<file path="src/rtl/serial_frame_tx.sv">
// serial_frame_tx: serialises one frame per accepted request onto serOut.
// Frame: start bit 0, port_addr[3:0], line_sel[1:0], size_chunk[5:0] (all MSB
// first), then payload[N-1:0] MSB first, followed by GAP_CYCLES idle-high
// cycles and a one-cycle done pulse.
// Ports:
//   clk        - rising-edge clock
//   rst        - asynchronous active-high reset
//   start      - frame request, accepted in IDLE (or DONE, for back-to-back)
//   port_addr  - destination port (4 bits)
//   line_sel   - destination line (2 bits)
//   size_chunk - payload length N in bits (0..63)
//   payload    - payload data, bits [N-1:0] sent
//   serOut     - registered serial output, idle high
//   busy       - high while a frame or its gap is on the line
//   done       - one-cycle pulse after the gap
module serial_frame_tx #(
  parameter int unsigned GAP_CYCLES = 1
) (
  input  logic        clk,
  input  logic        rst,
  input  logic        start,
  input  logic [3:0]  port_addr,
  input  logic [1:0]  line_sel,
  input  logic [5:0]  size_chunk,
  input  logic [62:0] payload,
  output logic        serOut,
  output logic        busy,
  output logic        done
);

  localparam logic [2:0] S_IDLE  = 3'd0;
  localparam logic [2:0] S_START = 3'd1;
  localparam logic [2:0] S_ADDR  = 3'd2;
  localparam logic [2:0] S_SIZE  = 3'd3;
  localparam logic [2:0] S_DATA  = 3'd4;
  localparam logic [2:0] S_GAP   = 3'd5;
  localparam logic [2:0] S_DONE  = 3'd6;

  logic [2:0]  state_q, state_d;
  logic [2:0]  addr_cnt_q, addr_cnt_d;
  logic [5:0]  bit_cnt_q, bit_cnt_d;
  logic [3:0]  gap_cnt_q, gap_cnt_d;
  logic [3:0]  port_q, port_d;
  logic [1:0]  line_q, line_d;
  logic [5:0]  size_q, size_d;
  logic [62:0] payload_q, payload_d;
  logic        serout_q, serout_d;
  logic        busy_q, busy_d;
  logic        done_q, done_d;
  logic        enter_gap;
  logic        accept;
  logic [5:0]  hdr;

  // Next-state logic; outputs are decoded from the next state so that each
  // bit is registered and appears in the cycle its state is occupied.
  always_comb begin
    state_d    = state_q;
    addr_cnt_d = addr_cnt_q;
    bit_cnt_d  = bit_cnt_q;
    gap_cnt_d  = gap_cnt_q;
    port_d     = port_q;
    line_d     = line_q;
    size_d     = size_q;
    payload_d  = payload_q;
    enter_gap  = 1'b0;
    accept     = 1'b0;
    hdr        = {port_q, line_q};

    case (state_q)
      S_IDLE: begin
        if (start) accept = 1'b1;
      end
      S_START: begin
        state_d    = S_ADDR;
        addr_cnt_d = 3'd5;
      end
      S_ADDR: begin
        if (addr_cnt_q == 3'd0) begin
          state_d   = S_SIZE;
          bit_cnt_d = 6'd5;
        end else begin
          addr_cnt_d = addr_cnt_q - 3'd1;
        end
      end
      S_SIZE: begin
        if (bit_cnt_q == 6'd0) begin
          if (size_q != 6'd0) begin
            state_d   = S_DATA;
            bit_cnt_d = size_q - 6'd1;
          end else begin
            enter_gap = 1'b1;
          end
        end else begin
          bit_cnt_d = bit_cnt_q - 6'd1;
        end
      end
      S_DATA: begin
        if (bit_cnt_q == 6'd0) enter_gap = 1'b1;
        else                   bit_cnt_d = bit_cnt_q - 6'd1;
      end
      S_GAP: begin
        if (gap_cnt_q == 4'd0) state_d = S_DONE;
        else                   gap_cnt_d = gap_cnt_q - 4'd1;
      end
      S_DONE: begin
        // A start held through DONE chains straight into the next frame.
        if (start) accept = 1'b1;
        else       state_d = S_IDLE;
      end
      default: state_d = S_IDLE;
    endcase

    if (enter_gap) begin
      if (GAP_CYCLES == 0) begin
        state_d = S_DONE;
      end else begin
        state_d   = S_GAP;
        gap_cnt_d = 4'(GAP_CYCLES - 1);
      end
    end

    if (accept) begin
      state_d   = S_START;
      port_d    = port_addr;
      line_d    = line_sel;
      size_d    = size_chunk;
      payload_d = payload;
    end

    serout_d = 1'b1;
    case (state_d)
      S_START: serout_d = 1'b0;
      S_ADDR:  serout_d = hdr[addr_cnt_d];
      S_SIZE:  serout_d = size_q[bit_cnt_d[2:0]];
      S_DATA:  serout_d = payload_q[bit_cnt_d];
      default: serout_d = 1'b1;
    endcase

    busy_d = (state_d != S_IDLE) && (state_d != S_DONE);
    done_d = (state_d == S_DONE);
  end

  // State and output registers.
  always_ff @(posedge clk or posedge rst) begin
    if (rst) begin
      state_q    <= S_IDLE;
      addr_cnt_q <= 3'd0;
      bit_cnt_q  <= 6'd0;
      gap_cnt_q  <= 4'd0;
      port_q     <= 4'd0;
      line_q     <= 2'd0;
      size_q     <= 6'd0;
      payload_q  <= 63'd0;
      serout_q   <= 1'b1;
      busy_q     <= 1'b0;
      done_q     <= 1'b0;
    end else begin
      state_q    <= state_d;
      addr_cnt_q <= addr_cnt_d;
      bit_cnt_q  <= bit_cnt_d;
      gap_cnt_q  <= gap_cnt_d;
      port_q     <= port_d;
      line_q     <= line_d;
      size_q     <= size_d;
      payload_q  <= payload_d;
      serout_q   <= serout_d;
      busy_q     <= busy_d;
      done_q     <= done_d;
    end
  end

  assign serOut = serout_q;
  assign busy   = busy_q;
  assign done   = done_q;

endmodule

</file>
<file path="config.mk">
export PLATFORM = sky130hd
export DESIGN_NAME = serial_frame_tx
export DESIGN_NICKNAME = d
export VERILOG_FILES = /design/src/rtl/serial_frame_tx.sv
export SDC_FILE = /design/constraint.sdc
export NUM_CORES = 1
export LEC_CHECK = 0
export CORE_AREA = 2 2 112 114
export DETAILED_ROUTE_END_ITERATION = 8
export DIE_AREA = 0 0 114 116
export HOLD_SLACK_MARGIN = 0.12
export PLACE_DENSITY = 0.65
export SYNTH_ARGS = -nofsm -noshare
export SYNTH_HDL_FRONTEND = slang
export SYNTH_SLANG_ARGS = --single-unit
</file>
<file path="constraint.sdc">
create_clock -name clk -period 4.43 [get_ports clk]
set_input_delay 1.1075 -clock clk [delete_from_list [all_inputs] [get_ports clk]]
set_output_delay 1.1075 -clock clk [all_outputs]
set_load 0.02 [all_outputs]
</file>
# Yosys cells after proc, flatten, opt, wreduce, memory -nomap -nowiden
# Index checks and enable logic that the tools add are counted.
# word_totals
ff_bits,94
inputBits,78
word_cells,73
# op_classes
addsub,4
n_lt_le_gt_ge,3
n_eq_ne,13
n_mux,31
reduce_logical,11
# ops
op,n
2-to-1 mux 3 bit,8
2-to-1 mux 6 bit,4
case mux 3 bit (6 select lines),1
case mux 6 bit (3 select lines),1
== test 3 bit (second input constant),5
== test 3 x 2 -> 1 bit (second input constant),4
2-to-1 mux 4 bit,3
subtractor 6 x 1 -> 6 bit (second input constant),2
less-than comparator 3 x 4 -> 1 bit (second input constant),2
2-to-1 mux 1 bit,8
less-than comparator 6 x 7 -> 1 bit (second input constant),1
binary-select mux 1 bit (select 3 bit),2
binary-select mux 1 bit (select 6 bit),1
== test 3 x 1 -> 1 bit (second input constant),2
logical NOT 3 bit,2
logical NOT 6 bit,1
case mux 3 bit (2 select lines),1
nonzero test 6 bit,1
logical NOT 4 bit,1
case mux 1 bit (4 select lines),1
OR reduction 2 bit,2
subtractor 4 x 1 -> 4 bit (second input constant),1
inequality test 3 bit (second input constant),1
nonzero test 3 bit,1
other kinds (6),6

# Logic depth before layout (Yosys ltp)
# Gate-level depths: netlist of the first run.
# depth
word_depth,8
depth_mapped,14
depth_no_buf,12

# Worst setup path before layout of the first run
# Ideal clock, no wire load.
# synth_timing
path_type,flip-flop to flip-flop
from,reg bit_cnt_q[0]
to,reg serout_q (netlist: serOut)
setup_ns,0.094
arrival_time_ns,3.421
required_ns,4.336
path_slack_ns,0.915
stages_incl_launch_ff,12
period_less_slack_ns,3.515
cell_sequence,dfrtp_1 -> inv_1 -> ha_1 -> or3b_2 -> nor4_2 -> a221oi_1 -> o22ai_2 -> mux4_2 -> and4b_1 -> a311o_1 -> nor3_1 -> or4b_1
# synth_between
elab_chain_len,7
elab_cells_between_ends,23
classes_between,add/sub (1); eq/ne (4); mux (17); reduce/logical (1)
# synth_lines
item,line_no,rtl
start: declaration,41,"logic [5:0] bit_cnt_q, bit_cnt_d;"
start signal: assignment,160,bit_cnt_q <= bit_cnt_d;
"parallel branches: the longest is 6 deep, another holds subtractor 6 x 1 -> 6 bit",n/a,
case mux 1 bit (4 select lines) (*),131,case (state_d)
via serout_d,47,"logic serout_q, serout_d;"
end signal: assignment,166,serout_q <= serout_d;
end: declaration,47,
# Mark *: on every way through the listed nets, which the timed path passes. The select of a mux whose other input is x is not followed.
# A chain may end at the register's enable or synchronous reset.

# Worst setup path in the final report of the first run
# Same ends and word-level chain as after synthesis.

==> summary.txt, run 1 <==
Clock tree
  • Clock latency on the worst-skew pair: 340 ps
  • Post-CTS setup buffer count: 0
  • CTS tree: built
  • Clk root buf: clkbuf_16
  • Reg clk slew, reported paths: 60 ps
  • CTS Buffer Depth: 2
  • Total CTS buffers: 9
  • H-tree levels: 3
  • Post-CTS resize count: 0
  • # clock sinks: 94
  • Hold Buf Count CTS: 0

Setup path
  • Startpoint types: flip-flop
  • Crit path DAT: 4370 ps
  • Max incr delay on CP: 620 ps
  • CP Cell Sequence: inv_1, ha_1, or3b_2, a211oi_1, a221o_1, buf_4, inv_1, and4b_1, a311o_1, nor3_1, or4b_1
  • CP bufs+invs: 3
  • Critical R2R Capture: serOut
  • Worst setup EP type: flip-flop
  • Largest fanout on the critical path: 17
  • R2r worst-path depth: 11
  • FF-to-FF setup slack: 310 ps
  • Worst reg2reg startpoint: bit_cnt_q[0]
  • WP data required: 4690 ps
  • Most frequent CP cell: inv_1
  • Crit-path leading delay family: compound AO/OA/AOI/OAI gates
  • Crit path kind: flip-flop to flip-flop
  • Critical-path top delay cell: a221o_1

Global routing
  • Met2 Track Usage GR: 30.9%
  • GR Util met1: 24.6%
  • Gr usage total: 18.6%
  • Vias in the first global route: between 3k and 4k
  • GRT Residual Overflow: 0
  • Largest net degree at the start of global routing: 50
  • GR peak layer: met2
  • First-pass GRT wire length: 19200 µm
  • Met3 usage: 3.61%
  • Antenna violations before repair: 0

Route
  • DR iter-0 viols: around 150
  • WL final: 11400 µm
  • First-pass iteration count of the detailed router: 4
  • Post-DRT Antenna Nets: 0
  • Routed length per instance: 17.8 µm
  • Remaining DRCs: 0
  • Vias per cell: about 5.5
  • Vias: 3491

Hold path
  • Worst hold start: payload_q[57]
  • Worst Hold Class: flip-flop to flip-flop
  • Worst Hold End: payload_q[57]
  • Hold depth: 1

Synthesis
  • Syn Inst Count: a little over 400
  • Syn_nets: slightly below 500
  • Seq/Total Area, Yosys: 47.5%
  • Ys async rst share: 100%
  • Yosys Warn Count: 0
  • Mapped Avg Cell Area: about 12 µm²
  • Post-Syn Area: 4950 µm²
  • Netlist cell types: 65
  • Main synth FF type: dfrtp_1
  • Yosys reg bits: 94
  • EDFF count, synth: 0

Status
  • Run status: completed

STA
  • Final Hold Fails: 0
  • Least-Margin Pin Slew: 637 ps
  • Rel. slew slack: 57.5%
  • Crit path time final: 4120 ps
  • Setup TNS: 0 ps
  • Smallest hold slack: 504 ps
  • Fin Clk Skew: about 8.5 ps
  • # setup viols final: 0
  • RSZ-0062 raised after global routing: no
  • Crit share post-route: between 90% and 100%
  • Highest Clock Rate: 243 MHz
  • Slew Limit Fails: 0

Die
  • # IOs: 81
  • Initial Util: 41.6%
  • Core area: 11900 µm²
  • Die area: approximately 13000 µm²
  • Rows: 40
  • Die X: 114 µm
  • Die height: around 120 µm

Placement
  • Port Buffers: 80
  • DP Wirelength: around 8500 µm
  • Cell Area, Placed: 5870 µm²
  • Gp weighted congestion: 0.846

Final layout
  • Most common cell after layout, fill and taps aside: dfrtp_1
  • Final instance area: a little over 6000 µm²
  • Syn-to-layout area delta: 24.2%
  • Fin nets: about 570
  • Share of cells above drive strength 1: 24.6%
  • Most frequent cells in the layout: dfrtp_1 (93), clkdlybuf4s50_1 (80), mux2_2 (77)
  • # diodes: 0

Pwr
  • Total leakage power: 0.00252 µW
  • P per Cell Area: 713 nW/µm²
  • Worst VDD drop: 0.270 mV

Job
  • Max-cap violations: 0
cells in the mapped netlist, types with 2 or more instances:
library cell | instances | area, µm²
nor2_1 | 19 | 71.3
ha_1 | 5 | 62.6
a22oi_1 | 6 | 45.0
buf_2 | 9 | 45.0
mux4_2 | 6 | 135
nand2_1 | 15 | 56.3
a21boi_0 | 2 | 15.0
clkbuf_1 | 9 | 33.8
nor3b_1 | 2 | 15.0
xnor2_1 | 2 | 17.5
dfrtp_1 | 93 | 2330
a21o_1 | 3 | 22.5
nor2b_1 | 4 | 25.0
o211ai_1 | 4 | 30.0
mux2_2 | 77 | 867
a211oi_1 | 5 | 37.5
and2_1 | 3 | 18.8
o41ai_1 | 2 | 17.5
or3_1 | 4 | 25.0
a31oi_1 | 2 | 12.5
o22ai_1 | 6 | 37.5
inv_1 | 13 | 48.8
nand2b_1 | 8 | 50.1
nor3_1 | 11 | 55.1
nor4_1 | 3 | 18.8
o21ai_0 | 10 | 50.1
nand3b_1 | 3 | 22.5
mux2i_1 | 31 | 310
nand3_1 | 5 | 25.0
buf_6 | 5 | 56.3
a21oi_1 | 11 | 55.1
worst register-to-register path: cells and delay by family, from the launching register on:
family	cells	cell delay (ps)
AND/OR/NAND/NOR	4	1360
adder cells (fa/ha/maj)	1	190
AO/OA/AOI/OAI	3	1390
buffers and inverters	3	630
flip-flops	1	450
power breakdown:
| group | switching (µW) | internal (µW) | total [µW] |
|---|---|---|---|
| Sequential | 324 | 1260 | 1590 |
| Clock | 318 | 434 | 752 |
| Combinational | 962 | 1090 | 2050 |
per-stage QoR:
| step | total power, µW | std cells | setup slack [ps] | util (%) |
|---|---|---|---|---|
| after global placement | 3610 | 624 | 480 | 49.3 |
| final | 4390 | 639 | 315 | 51.6 |
| after global routing | 4740 | 639 | 59.6 | 51.6 |
| after floorplan | 3190 | 412 | 875 | - |
| after CTS | 4430 | 639 | 301 | 51.6 |
| after detailed placement | 3670 | 624 | 310 | 49.3 |
logic make-up (layout without fill, tap and decap cells):
group | after synthesis | after routing | share of synthesized area [%]
mux | 114 | 114 | 26.5
flops | 94 | 94 | 47.5
simple gates | 94 | 94 | 11.0
compound gates | 65 | 65 | 9.37
buf+inv | 37 | 117 | 3.79
fa+ha+maj | 5 | 5 | 1.26
xor+xnor | 3 | 3 | 0.531
state kept, by name, summed over array words and instances, names as in the netlist:
| signal | count |
|---|---|
| state_q | 3 |
| gap_cnt_q | 4 |
| done | 1 |
| line_q | 2 |
| port_q | 4 |
| payload_q | 63 |
| busy | 1 |
| bit_cnt_q | 6 |
| size_q | 6 |
| addr_cnt_q | 3 |
| serOut | 1 |
cell type report:
cell class                      instances  area, µm²
Inverter                               14       53.8
Multi-Input combinational cell        281       2420
Clock buffer                           11        233
Fill cell                            1075       5760
Tap cell                              147        184
Clock inverter                          4       48.8
Timing Repair Buffer                   88        861
Sequential cell                        94       2350
metal layers:
| layer | wire length [µm] | part of all wire [%] |
|---|---|---|
| met1 | 5210 | 46 |
| met2 | 5570 | 49 |
| met3 | 438 | 3.8 |
| met4 | 159 | 1.4 |
| met5 | 0 | 0 |
worst max-delay path by stage:
stage,to,cells past startpoint,slack [ps],startpoint
floorplan,addr_cnt_q[0],1,880,rst
global placement,serOut,11,480,bit_cnt_q[0]
detailed placement,serOut,11,310,bit_cnt_q[0]
CTS,serOut,11,300,bit_cnt_q[0]
global route,serOut,11,60,bit_cnt_q[0]
finish,serOut,11,310,bit_cnt_q[0]
Note: power is estimated with default switching activity, not from simulation.
==> run 2: changes to the inputs <==
CORE_AREA = 2 2 108 110   (was 2 2 112 114)
DIE_AREA = 0 0 110 112   (was 0 0 114 116)
PLACE_DENSITY = 0.69   (was 0.65)
SLEW_MARGIN = 20   (was unset)
==> run 2 against run 1 <==
Sequential power about the same. Sequential share of layout area decreased by 0.32 points. Critical path type unchanged. Hold slack got worse by 0.58 ps. Power increased by 2.4%.
==> summary.txt, run 2 (synthesis gave the netlist of run 1 again) <==
Clock tree
  • Clk root buf: clkbuf_16
  • # clock sinks: 94
  • CTS Buffer Depth: 2
  • CTS tree: built
  • Clock latency on the worst-skew pair: around 350 ps
  • Reg clk slew, reported paths: ~70 ps
  • Post-CTS setup buffer count: 0
  • H-tree levels: 3
  • Total CTS buffers: 9
  • Hold Buf Count CTS: 0
  • Post-CTS resize count: 0

Route
  • Vias per cell: 5.59
  • Routed length per instance: around 17 µm
  • DR iter-0 viols: 162
  • Post-DRT Antenna Nets: 0
  • Vias: 3561
  • First-pass iteration count of the detailed router: 4
  • Remaining DRCs: 0
  • WL final: roughly 11000 µm

Placement
  • Cells after DPL: just over 600
  • Gp weighted congestion: 0.950
  • DP Wirelength: 7860 µm
  • Port Buffers: 80

Final layout
  • Most common cell after layout, fill and taps aside: dfrtp_1
  • Max FFs per register: 63
  • Post-route insts no fill: 637
  • Most frequent cells in the layout: dfrtp_1 (93), clkdlybuf4s50_1 (80), mux2_2 (77)
  • Top Registers: payload_q (63), bit_cnt_q (6), size_q (6)
  • Largest register by flop count: payload_q
  • Syn-to-layout area delta: 25.2%
  • Fin nets: 572
  • # diodes: 0
  • Share of cells above drive strength 1: 25.3%

Die
  • # IOs: a little over 80
  • Rows: 39
  • Die area: 12300 µm²
  • Initial Util: 44.3%
  • Die X: roughly 110 µm
  • Core area: 11200 µm²
  • Die height: 112 µm

STA
  • Final Hold Fails: 0
  • # setup viols final: 0
  • Least-Margin Pin Slew: about 870 ps
  • Crit path time final: 3910 ps
  • Highest Clock Rate: 255 MHz
  • Rel. slew slack: 41.8%
  • RSZ-0062 raised after global routing: no
  • Fin Clk Skew: 8.36 ps
  • Setup TNS: 0 ps
  • Crit share post-route: 88.4%
  • Slew Limit Fails: 0

Setup path
  • Largest fanout on the critical path: 8
  • Startpoint types: flip-flop
  • Crit path DAT: 4180 ps
  • Crit path kind: flip-flop to flip-flop
  • R2r worst-path depth: 10
  • WP data required: about 4700 ps
  • Worst setup EP type: flip-flop

Global routing
  • First-pass GRT wire length: around 18000 µm
  • Antenna violations before repair: 0
  • GRT Residual Overflow: 0
  • Vias in the first global route: 3634
  • Largest net degree at the start of global routing: 54
  • Gr usage total: 18.7%

Job
  • Max-cap violations: 0

Status
  • Run status: completed

Pwr
  • Worst VDD drop: about 0.28 mV
  • Total leakage power: 0.00254 µW
  • P per Cell Area: slightly above 700 nW/µm²
  • Power Total: 4490 µW

Hold path
  • Hold depth: 1
  • Worst Hold Class: flip-flop to flip-flop
## run 2: cell types whose count changed in the layout (fill, tap and decap cells not counted), sizes merged
cell and change:
bufinv +1, clkbuf -1, inv +1, clkinv -2, buf +1, clkinvlp +2
## run 2: metal layers
layer,GRT usage [%],wire [µm]
met5,0,0
met3,4.45,433
met2,30.1,5410
met1,24.3,4670
met4,7.17,232
## run 2: cell type report
| class | count | area [µm²] |
|---|---|---|
| repair buffers | 89 | 868 |
| fillers | 961 | 4970 |
| clock inverters | 6 | 92.6 |
| inverters | 14 | 53.8 |
| well taps | 143 | 179 |
| clock buffers | 10 | 239 |
| flip-flops and latches | 94 | 2350 |
| multi-input cells | 281 | 2420 |
## run 2: metrics by stage
| step | instance area, µm² | setup WS [ps] | util [%] | hold WS (ps) |
|---|---|---|---|---|
| final | 6200 | 515 | 55.5 | 503 |
| after global routing | 6200 | 249 | 55.5 | 519 |
| after CTS | 6200 | 512 | 55.5 | 506 |
| after detailed placement | 5870 | 508 | 52.5 | 491 |
| after global placement | 5870 | 717 | 52.5 | 486 |
| after floorplan | 4950 | 875 | - | 475 |
## run 2: power by group
| part | total (µW) | internal, µW | switching (µW) | leakage (µW) |
|---|---|---|---|---|
| Clock | 856 | 513 | 343 | 0.000155 |
| Sequential | 1570 | 1260 | 308 | 0.00114 |
| Combinational | 2070 | 1100 | 970 | 0.00125 |
## run 2: path summary, 6_finish.rpt
path | from | endpoint | slack, ps
setup / recovery | bit_cnt_q[0] | serOut | 520
hold / removal | payload_q[14] | payload_q[14] | 500
setup reg to reg | bit_cnt_q[0] | serOut | 520
hold reg to reg | payload_q[14] | payload_q[14] | 500
max in group asynchronous | rst | line_q[0] | 2380
min in group asynchronous | rst | payload_q[13] | 1230
## run 2: critical path, stage by stage (launching register included)
cell and delay, ps:
dfrtp_1 450, inv_1 130, ha_1 200, or3b_2 520
a211oi_1 390, a221o_1 510, mux4_2 570, a22oi_1 220
a211oi_1 130, nor3_1 250, or4b_1 450
